`src/rtl/mem_d1_host_bridge.sv`:
```
// mem_d1_host_bridge: std_mem_d1-style word array shared between a kernel port
// and a host load/unload port. A two-state ownership FSM decides which side may
// touch the array. Any misuse sets a sticky err flag that only reset clears.
module mem_d1_host_bridge #(
    parameter int WIDTH    = 32,
    parameter int SIZE     = 2,
    parameter int IDX_SIZE = 1
) (
    input  logic                clk,
    input  logic                reset,
    input  logic [IDX_SIZE-1:0] addr0,
    input  logic [WIDTH-1:0]    write_data,
    input  logic                write_en,
    output logic [WIDTH-1:0]    read_data,
    output logic                done,
    input  logic                kernel_mode,
    output logic                kernel_owned,
    input  logic                host_valid,
    output logic                host_ready,
    input  logic                host_we,
    input  logic [IDX_SIZE-1:0] host_addr,
    input  logic [WIDTH-1:0]    host_wdata,
    output logic                host_rvalid,
    input  logic                host_rready,
    output logic [WIDTH-1:0]    host_rdata,
    output logic [15:0]         write_count,
    output logic                err
);

    localparam logic [0:0] ST_HOST   = 1'b0;
    localparam logic [0:0] ST_KERNEL = 1'b1;

    logic [0:0]       state;
    logic [WIDTH-1:0] mem [SIZE];

    logic             k_in_rng, h_in_rng;
    logic             host_acc, k_wr, h_wr, err_evt;
    logic [WIDTH-1:0] k_word, h_word;

    assign k_in_rng     = 32'(addr0) < 32'(SIZE);
    assign h_in_rng     = 32'(host_addr) < 32'(SIZE);
    assign kernel_owned = (state == ST_KERNEL);

    // A pending read that is not being drained stalls new host requests.
    assign host_ready = (state == ST_HOST) & ~kernel_mode & (~host_rvalid | host_rready);
    assign host_acc   = host_valid & host_ready;

    // Ownership is exclusive, so these two write enables are never active together.
    assign k_wr = write_en & kernel_owned & k_in_rng;
    assign h_wr = host_acc & host_we & h_in_rng;

    // A kernel write outside KERNEL, an out-of-range access from either side, and a
    // host request while the kernel owns the array are all flagged.
    assign err_evt = (write_en & ~kernel_owned)
                   | (write_en & kernel_owned & ~k_in_rng)
                   | (host_acc & ~h_in_rng)
                   | (host_valid & kernel_owned);

    // Decoded read muxes. A loop is used instead of a direct index so that an
    // address of IDX_SIZE bits never indexes past a smaller array.
    always_comb begin
        k_word = '0;
        h_word = '0;
        for (int i = 0; i < SIZE; i++) begin
            if (32'(addr0) == 32'(i))     k_word = mem[i];
            if (32'(host_addr) == 32'(i)) h_word = mem[i];
        end
    end

    assign read_data = (kernel_owned && k_in_rng) ? k_word : '0;

    // Array storage has no reset, so host-loaded contents survive a reset pulse.
    always_ff @(posedge clk) begin
        for (int i = 0; i < SIZE; i++) begin
            if (k_wr && 32'(addr0) == 32'(i))
                mem[i] <= write_data;
            else if (h_wr && 32'(host_addr) == 32'(i))
                mem[i] <= host_wdata;
        end
    end

    // Ownership FSM. An outstanding or newly accepted host read holds off the kernel.
    always_ff @(posedge clk or negedge reset) begin
        if (!reset) begin
            state <= ST_HOST;
        end else begin
            case (state)
                ST_HOST:   if (kernel_mode && !host_rvalid && !host_acc) state <= ST_KERNEL;
                ST_KERNEL: if (!kernel_mode && !write_en)                state <= ST_HOST;
                default:   state <= ST_HOST;
            endcase
        end
    end

    // Kernel write completion pulse and saturating write counter.
    always_ff @(posedge clk or negedge reset) begin
        if (!reset) begin
            done        <= 1'b0;
            write_count <= '0;
        end else begin
            done <= k_wr;
            if (k_wr && write_count != 16'hFFFF)
                write_count <= write_count + 16'd1;
        end
    end

    // Host read return. The data register only loads on an accepted read, so it
    // holds while the consumer stalls. An out-of-range read returns zero.
    always_ff @(posedge clk or negedge reset) begin
        if (!reset) begin
            host_rvalid <= 1'b0;
            host_rdata  <= '0;
        end else if (host_acc && !host_we) begin
            host_rvalid <= 1'b1;
            host_rdata  <= h_in_rng ? h_word : '0;
        end else if (host_rready) begin
            host_rvalid <= 1'b0;
        end
    end

    // Sticky error flag.
    always_ff @(posedge clk or negedge reset) begin
        if (!reset)       err <= 1'b0;
        else if (err_evt) err <= 1'b1;
    end

endmodule

```
`config.mk`:
```
export PLATFORM = sky130hd
export DESIGN_NAME = mem_d1_host_bridge
export DESIGN_NICKNAME = d
export VERILOG_FILES = /design/src/rtl/mem_d1_host_bridge.sv
export SDC_FILE = /design/constraint.sdc
export NUM_CORES = 1
export LEC_CHECK = 0
export BUFFER_PORTS_ARGS = -buffer_cell sky130_fd_sc_hd__buf_2
export CORE_MARGIN = 4
export CORE_UTILIZATION = 57
export CTS_CLUSTER_SIZE = 30
export DETAILED_ROUTE_END_ITERATION = 16
export GPL_ROUTABILITY_DRIVEN = 0
export PLACE_DENSITY_LB_ADDON = 0.3
export SYNTH_ARGS = -nofsm -noshare
export SYNTH_HDL_FRONTEND = slang
export SYNTH_SLANG_ARGS = --single-unit
```
`constraint.sdc`:
```
create_clock -name clk -period 4.14 [get_ports clk]
set_input_delay 1.035 -clock clk [delete_from_list [all_inputs] [get_ports clk]]
set_output_delay 1.035 -clock clk [all_outputs]
set_load 0.01 [all_outputs]
```
# Word-level counts from Yosys, hierarchy flattened
# Memory sizes are Yosys's and may differ from the RTL's.
# Cells that the tools add are included.
[classes]
addsub = 1
bitwise_logic = 16
eq_ne = 1
mux = 23
n_reduce_logical = 16
[op_table]
columns = ["operator", "n"]
rows = [
  ["2-to-1 mux 32 bit", 6],
  ["OR reduction 32 bit", 1],
  ["adder 16 x 1 -> 16 bit, second input constant", 1],
  ["2-to-1 mux 1 bit", 16],
  ["!= test 16 bit, second input constant", 1],
  ["logical AND 1 bit", 9],
  ["bitwise AND 1 bit", 7],
  ["logical NOT 1 bit", 5],
  ["inverter 1 bit", 5],
  ["OR 1 bit", 4],
  ["one-hot mux 1 bit (2 select lines)", 1],
  ["nonzero test 2 bit", 1],
]
[word_totals]
mem_count = 1
ramBits = 64
elab_cells = 64
input_bits = 73
out_inout_bits = 85
regBits = 52
[memory_table]
columns = ["memory", "words", "word_bits", "rd", "rd_ports_with_merged_regs", "write_ports", "line_no", "source"]
rows = [
  ["mem", 2, 32, 2, 0, 1, "34", "logic [WIDTH-1:0] mem [SIZE];"],
]

# Logic depth before layout (Yosys ltp)
# Gate-level depths: netlist of run 1.
[logic_depth]
depth_word = 12
ltp_mapped = 7
mapped_depth_nobuf = 5

# Worst setup path before layout of run 1
# Ideal clock, no wire load.
[synth_path]
kind = "input to register"
startpoint = "input addr0"
endpoint = "memory mem[0][0], enable pin"
arrival_time_ns = 2.998
setup_ns = 0.428
path_stages = 3
n_path_buf = 2
required_ns = 3.712
setup_slack_ns = 0.714
cell_sequence = "clkbuf_1 -> buf_2 -> o21bai_1"
[synth_between]
elab_chain_cells = 6
elab_cells_between_ends = 16
classes_between = "mux (10); bitwise (3); reduce/logical (3)"
[synth_lines]
columns = ["item", "line_no", "source"]
rows = [
  ["start, declared", "11", "input logic [IDX_SIZE-1:0] addr0,"],
  ["logical AND 1 bit / inverter 1 bit (equally long branches)", "75", "if (k_wr && 32'(addr0) == 32'(i))"],
  ["2-to-1 mux 1 bit / logical AND 1 bit (equally long branches)", "75", ""],
  ["2-to-1 mux 1 bit, on equally long branches", "76, 75, 78", ""],
  ["OR 1 bit (no source line) (tied with other cells)", "-", ""],
  ["OR reduction 32 bit (no source line) / OR 1 bit (equally long branches)", "-", ""],
  ["2-to-1 mux 1 bit (no source line)", "-", ""],
  ["end, declared", "34", ""],
]
# Several ways; a longest one is shown, not always the timed one.

# Worst setup path in the final report of run 1
[layout_path]
startpoint = "input addr0"
endpoint = "output read_data[6]"
[layout_between]
elab_chain_cells = 2
[layout_lines]
columns = ["item", "line_no", "source"]
rows = [
  ["2-to-1 mux 32 bit", "65", "if (32'(addr0) == 32'(i)) k_word = mem[i];"],
  ["2-to-1 mux 32 bit", "70", "assign read_data = (kernel_owned && k_in_rng) ? k_word : '0;"],
  ["end, declared", "14", "output logic [WIDTH-1:0] read_data,"],
]
# Every way passes these cells.

==> qor.txt, run 1 <==
outcome: finished clean
Post-Place Setup Slack: 884 ps
TritonCTS Buffers: 17
CP peak stage delay: 450 ps
DRC errors left: 0
final design area excluding fillers: 7280 um2
Finish-stage setup viols: 0
Setup CP Type: in2out
Rows: 36
reg2reg setup slack: 1430 ps
Final period util: 79.2%
Fmax achieved: 305 MHz
first-pass GRT wire length: 21100 um
Design Power: 3.59 mW
Final ANT Viol Nets: 0
Synth cell types: 35
initial antenna violation count: 1
Hold Buf Count CTS: 0
Seq/Total Area, Yosys: 55.4%
Setup Skew: 6.31 ps
DR WL/cell: 19.5 um
Synth Warn #: 0
Routed WL: 13800 um
vias in the first global route: 4214
Hold Path Cell Cnt: 1
post-route minimum period: 3280 ps
Yosys reg bits: 116
clk_lat worst skew: 510 ps
Slew @ Worst Pin: 1050 ps
DP HPWL: 9260 um
via count: 3952
DIE WIDTH: 109 um
Syn Nets: 475
Overflow after GRT: 0
worst reg2reg path depth: 3
post-cts sizing count: 0
post-CTS repair timing setup buffer count: 0
Peak VDD IR: 0.381 mV
CTS H-tree lvls: 4
chip height: 109 um
Rel. slew slack: 30.2%
hold_sp: err$_DFFE_PN0P_
Final Max Tran Viols: 0
most used cell, CP: buf_2
TNS Setup: 0 ps
Initial DRC Count: 142
Worst Path Arrival: 2240 ps
CTS tree: done
CTS Sinks: 116
reg-to-reg endpoint: mem[1][0]$_DFFE_PP_
Final Core Density: 73.8%
num ports: 158
CORE AREA: 9860 um2
Register Area: 3220 um2
CTS Root Cell: clkbuf_8
Critical-path top delay cell: buf_2
# diodes: 0
pwr dens: 494 nW/um2
endpoints failing hold: 0
port buffer count: 157
PnR worst setup slack: 861 ps
nets: 635
RSZ-0062 raised after global routing: no
Hold WC Path Type: reg2reg
Max-Cap Viols: 0
1st-pass router iterations: 4
Fill cells: 659
Global Route Usage Sum: 23.9%
hold worst-path end: err$_DFFE_PN0P_
synthesized area per cell: 14.5 um2
layout cells sized above 1: 57.7%
Worst Setup End Kind: output pin
number of vias per cell: 5.59
P&R area growth vs syn: 25.1%
die footprint: 11900 um2
crit path launch type: primary input
clock-pin slew on the worst setup and hold paths: 60 ps
leak pwr: 3.19 nW
critical path cell sequence: buf_2 -> buf_12 -> mux2i_1 -> nor2b_1 -> buf_2
crit path max fanout: 19
Longest Clk Path Bufs: 2
Required @ worst endpoint: 3110 ps
largest net degree at the start of global routing: 43
Cell Area, Synth: 5810 um2
placed inst area: 6690 um2
Initial Util: 58.9%
cells after synthesis: 401
Worst R2R Start: kernel_owned$_DFF_PN0_
area taken by multi-input logic gates: 2440 um2
-- worst max-delay path by stage --
stage / start / slack, ps / to / cells past startpoint
after floorplan: addr0 / 710 / mem[0][0]$_DFFE_PP_ / 3
after global placement: addr0 / 900 / read_data[13] / 5
after detailed placement: addr0 / 880 / read_data[13] / 5
after CTS: addr0 / 870 / read_data[17] / 5
after global routing: addr0 / 800 / read_data[15] / 5
final: addr0 / 860 / read_data[6] / 5
-- flip-flops by register name, indices dropped and copies added, names as in the netlist --
name	flops
write_count	16
host_rdata	32
kernel_owned	1
mem	64
err	1
done	1
host_rvalid	1
-- cell families (layout without fill, tap and decap cells) --
| logic type | after synthesis | in the layout | share of synthesized area (%) |
|---|---|---|---|
| and+or+nand+nor | 75 | 75 | 7.85 |
| buffers and inverters | 26 | 199 | 2.84 |
| muxes | 161 | 161 | 30.6 |
| AOI/OAI and AO/OA | 9 | 9 | 1.14 |
| xor gates and xnor gates | 13 | 13 | 1.96 |
| DFF | 116 | 116 | 55.4 |
| adders and majority gates | 1 | 1 | 0.215 |
-- stage by stage --
stage | hold slack, ps | std cells
2_1_floorplan | 505 | 401
3_3_place_gp | 451 | 675
3_5_place_dp | 457 | 675
4_1_cts | 472 | 707
5_1_grt | 507 | 707
6_report | 473 | 707
-- layout make-up --
type / count / share of cell area [%]
inverters: 3 / 0.155
multi-input cells: 259 / 33.6
flip-flops and latches: 116 / 44.3
repair buffers: 164 / 11.7
clock buffers: 21 / 6.17
well taps: 133 / 2.29
clock inverters: 11 / 1.84
-- cell usage after synthesis --
cell	number	area (um2)
o2111ai_1	1	8.76
ha_1	1	12.5
a211o_1	1	8.76
buf_4	2	15.0
and3_1	2	12.5
nor3_4	1	16.3
nor3_1	1	5.00
and4b_1	1	10.0
nand4_1	7	43.8
mux2i_1	32	320
and4_2	1	10.0
o41a_1	1	11.3
edfxtp_1	64	1920
nor2b_1	34	213
or2_2	1	6.26
o31ai_1	1	7.51
o21a_1	1	7.51
dfrtp_1	52	1300
o21ai_0	3	15.0
xor2_1	3	26.3
buf_2	6	30.0
nand2_1	9	33.8
o21bai_1	1	7.51
nand3_1	7	35.0
nand4_2	2	25.0
mux2_2	128	1440
clkbuf_1	8	30.0
nand3b_2	1	11.3
buf_6	7	78.8
mux2_4	1	15.0
inv_1	3	11.3
xnor2_1	10	87.6
nor2_1	6	22.5
nor4_1	1	6.26
nand2b_1	1	6.26
-- metal layers --
layer	routed length [um]	vias up	part of all wire, %	track usage (%)
met4	144	2	1.0	6.76
met1	5640	1966	41	28.9
li1	-	1814	-	-
met3	968	17	7.0	7.52
met2	7020	153	51	41.2
met5	7	-	0.051	0
-- worst max-delay path: cells and delay by family --
kind	cells	cell delay [ps]
buffers and inverters	3	860
multiplexers	1	260
AND/OR/NAND/NOR	1	60
-- power by group --
part           internal, mW  total (mW)  leakage (nW)  switching [mW]
logic                 0.324       0.635          1.66           0.311
registers              1.40        1.52          1.25           0.123
clock network         0.940        1.44         0.285           0.496
total                  2.66        3.59          3.19           0.931
-- placed cells by master, fill, tap and decap left out, types with 2 or more instances in the layout --
master | netlist | layout
buf_2 | 6 | 157
mux2_2 | 128 | 128
edfxtp_1 | 64 | 64
dfrtp_1 | 52 | 52
nor2b_1 | 34 | 34
mux2i_1 | 32 | 32
clkbuf_16 | 0 | 16
xnor2_1 | 10 | 10
nand2_1 | 9 | 8
nand3_1 | 7 | 7
nand4_1 | 7 | 7
nor2_1 | 6 | 6
buf_4 | 2 | 6
clkinv_2 | 0 | 5
inv_1 | 3 | 3
o21ai_0 | 3 | 3
xor2_1 | 3 | 3
clkbuf_8 | 0 | 3
bufinv_16 | 0 | 3
nand4_2 | 2 | 2
and3_1 | 2 | 2
clkbuf_1 | 8 | 2
clkinvlp_4 | 0 | 2
No activity file was read; power rests on OpenSTA's default activity.
==> run 2, diff against run 1 <==
--- a/config.mk
+++ b/config.mk
@@ -7,7 +7,7 @@
 export LEC_CHECK = 0
 export BUFFER_PORTS_ARGS = -buffer_cell sky130_fd_sc_hd__buf_2
 export CORE_MARGIN = 4
-export CORE_UTILIZATION = 57
+export CORE_UTILIZATION = 53
 export CTS_CLUSTER_SIZE = 30
 export DETAILED_ROUTE_END_ITERATION = 16
 export GPL_ROUTABILITY_DRIVEN = 0
==> constraint.sdc (replaced) <==
create_clock -name clk -period 3.4 [get_ports clk]
set_input_delay 0.85 -clock clk [delete_from_list [all_inputs] [get_ports clk]]
set_output_delay 0.85 -clock clk [all_outputs]
set_load 0.01 [all_outputs]
==> run 2 against run 1 <==
Effect of this change:
- flip-flop and latch count unchanged
- routed wire length is 1.1% lower
- sequential share of layout area decreased by 0.061 points
- clock power increased by 11%
- combinational power is 21% higher
- via count down 1.2%
- first-iteration DRC count grew 24%
- hold slack lost 10 ps
- power up 17%
- critical endpoint is now read_data[31]
==> qor.txt, run 2 (synthesized netlist as in run 1, its figures left out) <==
outcome: finished clean
GRT met2 Usage: 39.2%
nets: 638
1st-pass router iterations: 4
crit path max fanout: 15
DRC errors left: 0
Initial Util: 55.3%
CTS Root Cell: clkbuf_8
CP top delay family: buffers and inverters
DR WL/cell: 19.1 um
DIE WIDTH: 113 um
number of flip-flops in the largest register: 64
num ports: 158
Hold WC Path Type: in2async
# diodes: 0
Fill cells: 755
chip height: 113 um
CP peak stage delay: 370 ps
Peak VDD IR: 0.337 mV
TNS Setup: 0 ps
Setup CP Type: in2out
Max-Cap Viols: 0
Fmax achieved: 359 MHz
most used cell, CP: buf_2
Routed WL: 13600 um
PnR worst setup slack: 615 ps
Final Core Density: 69.3%
CTS tree: done
Setup Skew: 11.2 ps
endpoints failing hold: 0
Rel. slew slack: 27.7%
commonest non-fill, non-tap cells in the layout: buf_2, mux2_2, edfxtp_1
CTS Sinks: 116
Hold Buf Count CTS: 0
Register Area: 3220 um2
initial antenna violation count: 0
Worst Path Buf+Inv: 3
grt met3 use: 6.15%
Initial DRC Count: 176
Final period util: 81.9%
leak pwr: 3.20 nW
Worst Setup End Kind: output pin
GRT met1 Usage: 25.2%
port buffer count: 157
number of vias per cell: 5.48
vias in the first global route: 4290
Final Max Tran Viols: 0
CORE AREA: 10500 um2
first-pass GRT wire length: 21500 um
TritonCTS Buffers: 17
internal power: 3.09 mW
clk_lat worst skew: 510 ps
GR peak layer: met2
Global Route Usage Sum: 21.9%
CTS H-tree lvls: 4
RSZ-0062 raised after global routing: no
post-CTS repair timing setup buffer count: 0
sw frac: 26.8%
crit path launch type: primary input
clock-pin slew on the worst setup and hold paths: 60 ps
Largest Register: mem
P&R area growth vs syn: 25.3%
post-cts sizing count: 0
Slew @ Worst Pin: 1080 ps
die footprint: 12700 um2
share of power burned in registers: 43.9%
DP HPWL: 9350 um
Top Registers: mem: 64 flops, host_rdata: 32 flops, write_count: 16 flops
power share of the clock group: 37.9%
Comb power frac: 18.2%
Rows: 37
Post-Place Setup Slack: 611 ps
Finish-stage setup viols: 0
Longest Clk Path Bufs: 2
layout cells sized above 1: 57.9%
largest net degree at the start of global routing: 36
post-route minimum period: 2780 ps
Required @ worst endpoint: 2550 ps
critical path cell sequence: buf_2 -> buf_4 -> mux2i_1 -> nor2b_1 -> buf_2
Net Sw Power: 1.13 mW
Worst Path Arrival: 1930 ps
Overflow after GRT: 0
Critical-path top delay cell: buf_4
via count: 3906
most common cell after layout, fill and taps aside: buf_2
Final ANT Viol Nets: 0
area taken by multi-input logic gates: 2440 um2
pwr dens: 579 nW/um2
## run 2: cell types whose count changed in the layout (fill, tap and decap cells not counted), sizes merged
cell | before | now
clkinvlp | 2 | 0
inv | 3 | 5
clkbuf | 21 | 24
bufinv | 3 | 0
buf | 164 | 167
## run 2: final timing paths
| kind | slack (ps) | to | startpoint | depth (start not counted) |
|---|---|---|---|---|
| setup reg to reg | 950 | mem[1][13]$_DFFE_PP_ | kernel_owned$_DFF_PN0_ | 4 |
| setup / recovery | 620 | read_data[31] | addr0 | 5 |
| hold reg to reg | 470 | err$_DFFE_PN0P_ | err$_DFFE_PN0P_ | 1 |
| max in group asynchronous | 2150 | write_count[15]$_DFFE_PN0P_ | reset | 2 |
| hold / removal | 460 | host_rdata[8]$_DFFE_PN0P_ | reset | 1 |
| min in group clk | 470 | err$_DFFE_PN0P_ | err$_DFFE_PN0P_ | 1 |
## run 2: stage by stage
stage | total power, mW | cell area (um2) | hold WS [ps] | std cells
finish | 4.22 | 7290 | 463 | 713
detailed placement | 2.66 | 6740 | 451 | 681
floorplan | 2.28 | 5810 | 505 | 401
global placement | 2.62 | 6740 | 448 | 681
CTS | 4.26 | 7290 | 471 | 713
global route | 4.41 | 7290 | 504 | 713
## run 2: worst reg2reg max path: stages, from the launching register on
cell and delay (ps):
dfrtp_1 620, nor3_4 350, nand4_2 530, buf_12 400, mux2_2 300
## run 2: power groups by stage
stage | Combinational, mW | Sequential (mW) | Clock, mW
floorplan | 0.363 | 1.92 | 0
global placement | 0.760 | 1.86 | 0
detailed placement | 0.780 | 1.88 | 0
CTS | 0.784 | 1.85 | 1.62
global route | 0.838 | 1.88 | 1.69
finish | 0.768 | 1.85 | 1.60
## run 2: cell type report
class,count,share of cell area (%)
sequential,116,44.2
multi-input combinational,259,33.5
timing repair buffer,167,12.3
clock buffer,24,6.75
tap,136,2.34
clock inverter,8,0.687
inverter,3,0.155
## run 2: per-layer routing
metal / wire length, um / vias to the layer above
li1: - / 1810
met1: 5440 / 1955
met2: 7120 / 123
met3: 850 / 18
met4: 215 / 0
met5: 0 / -
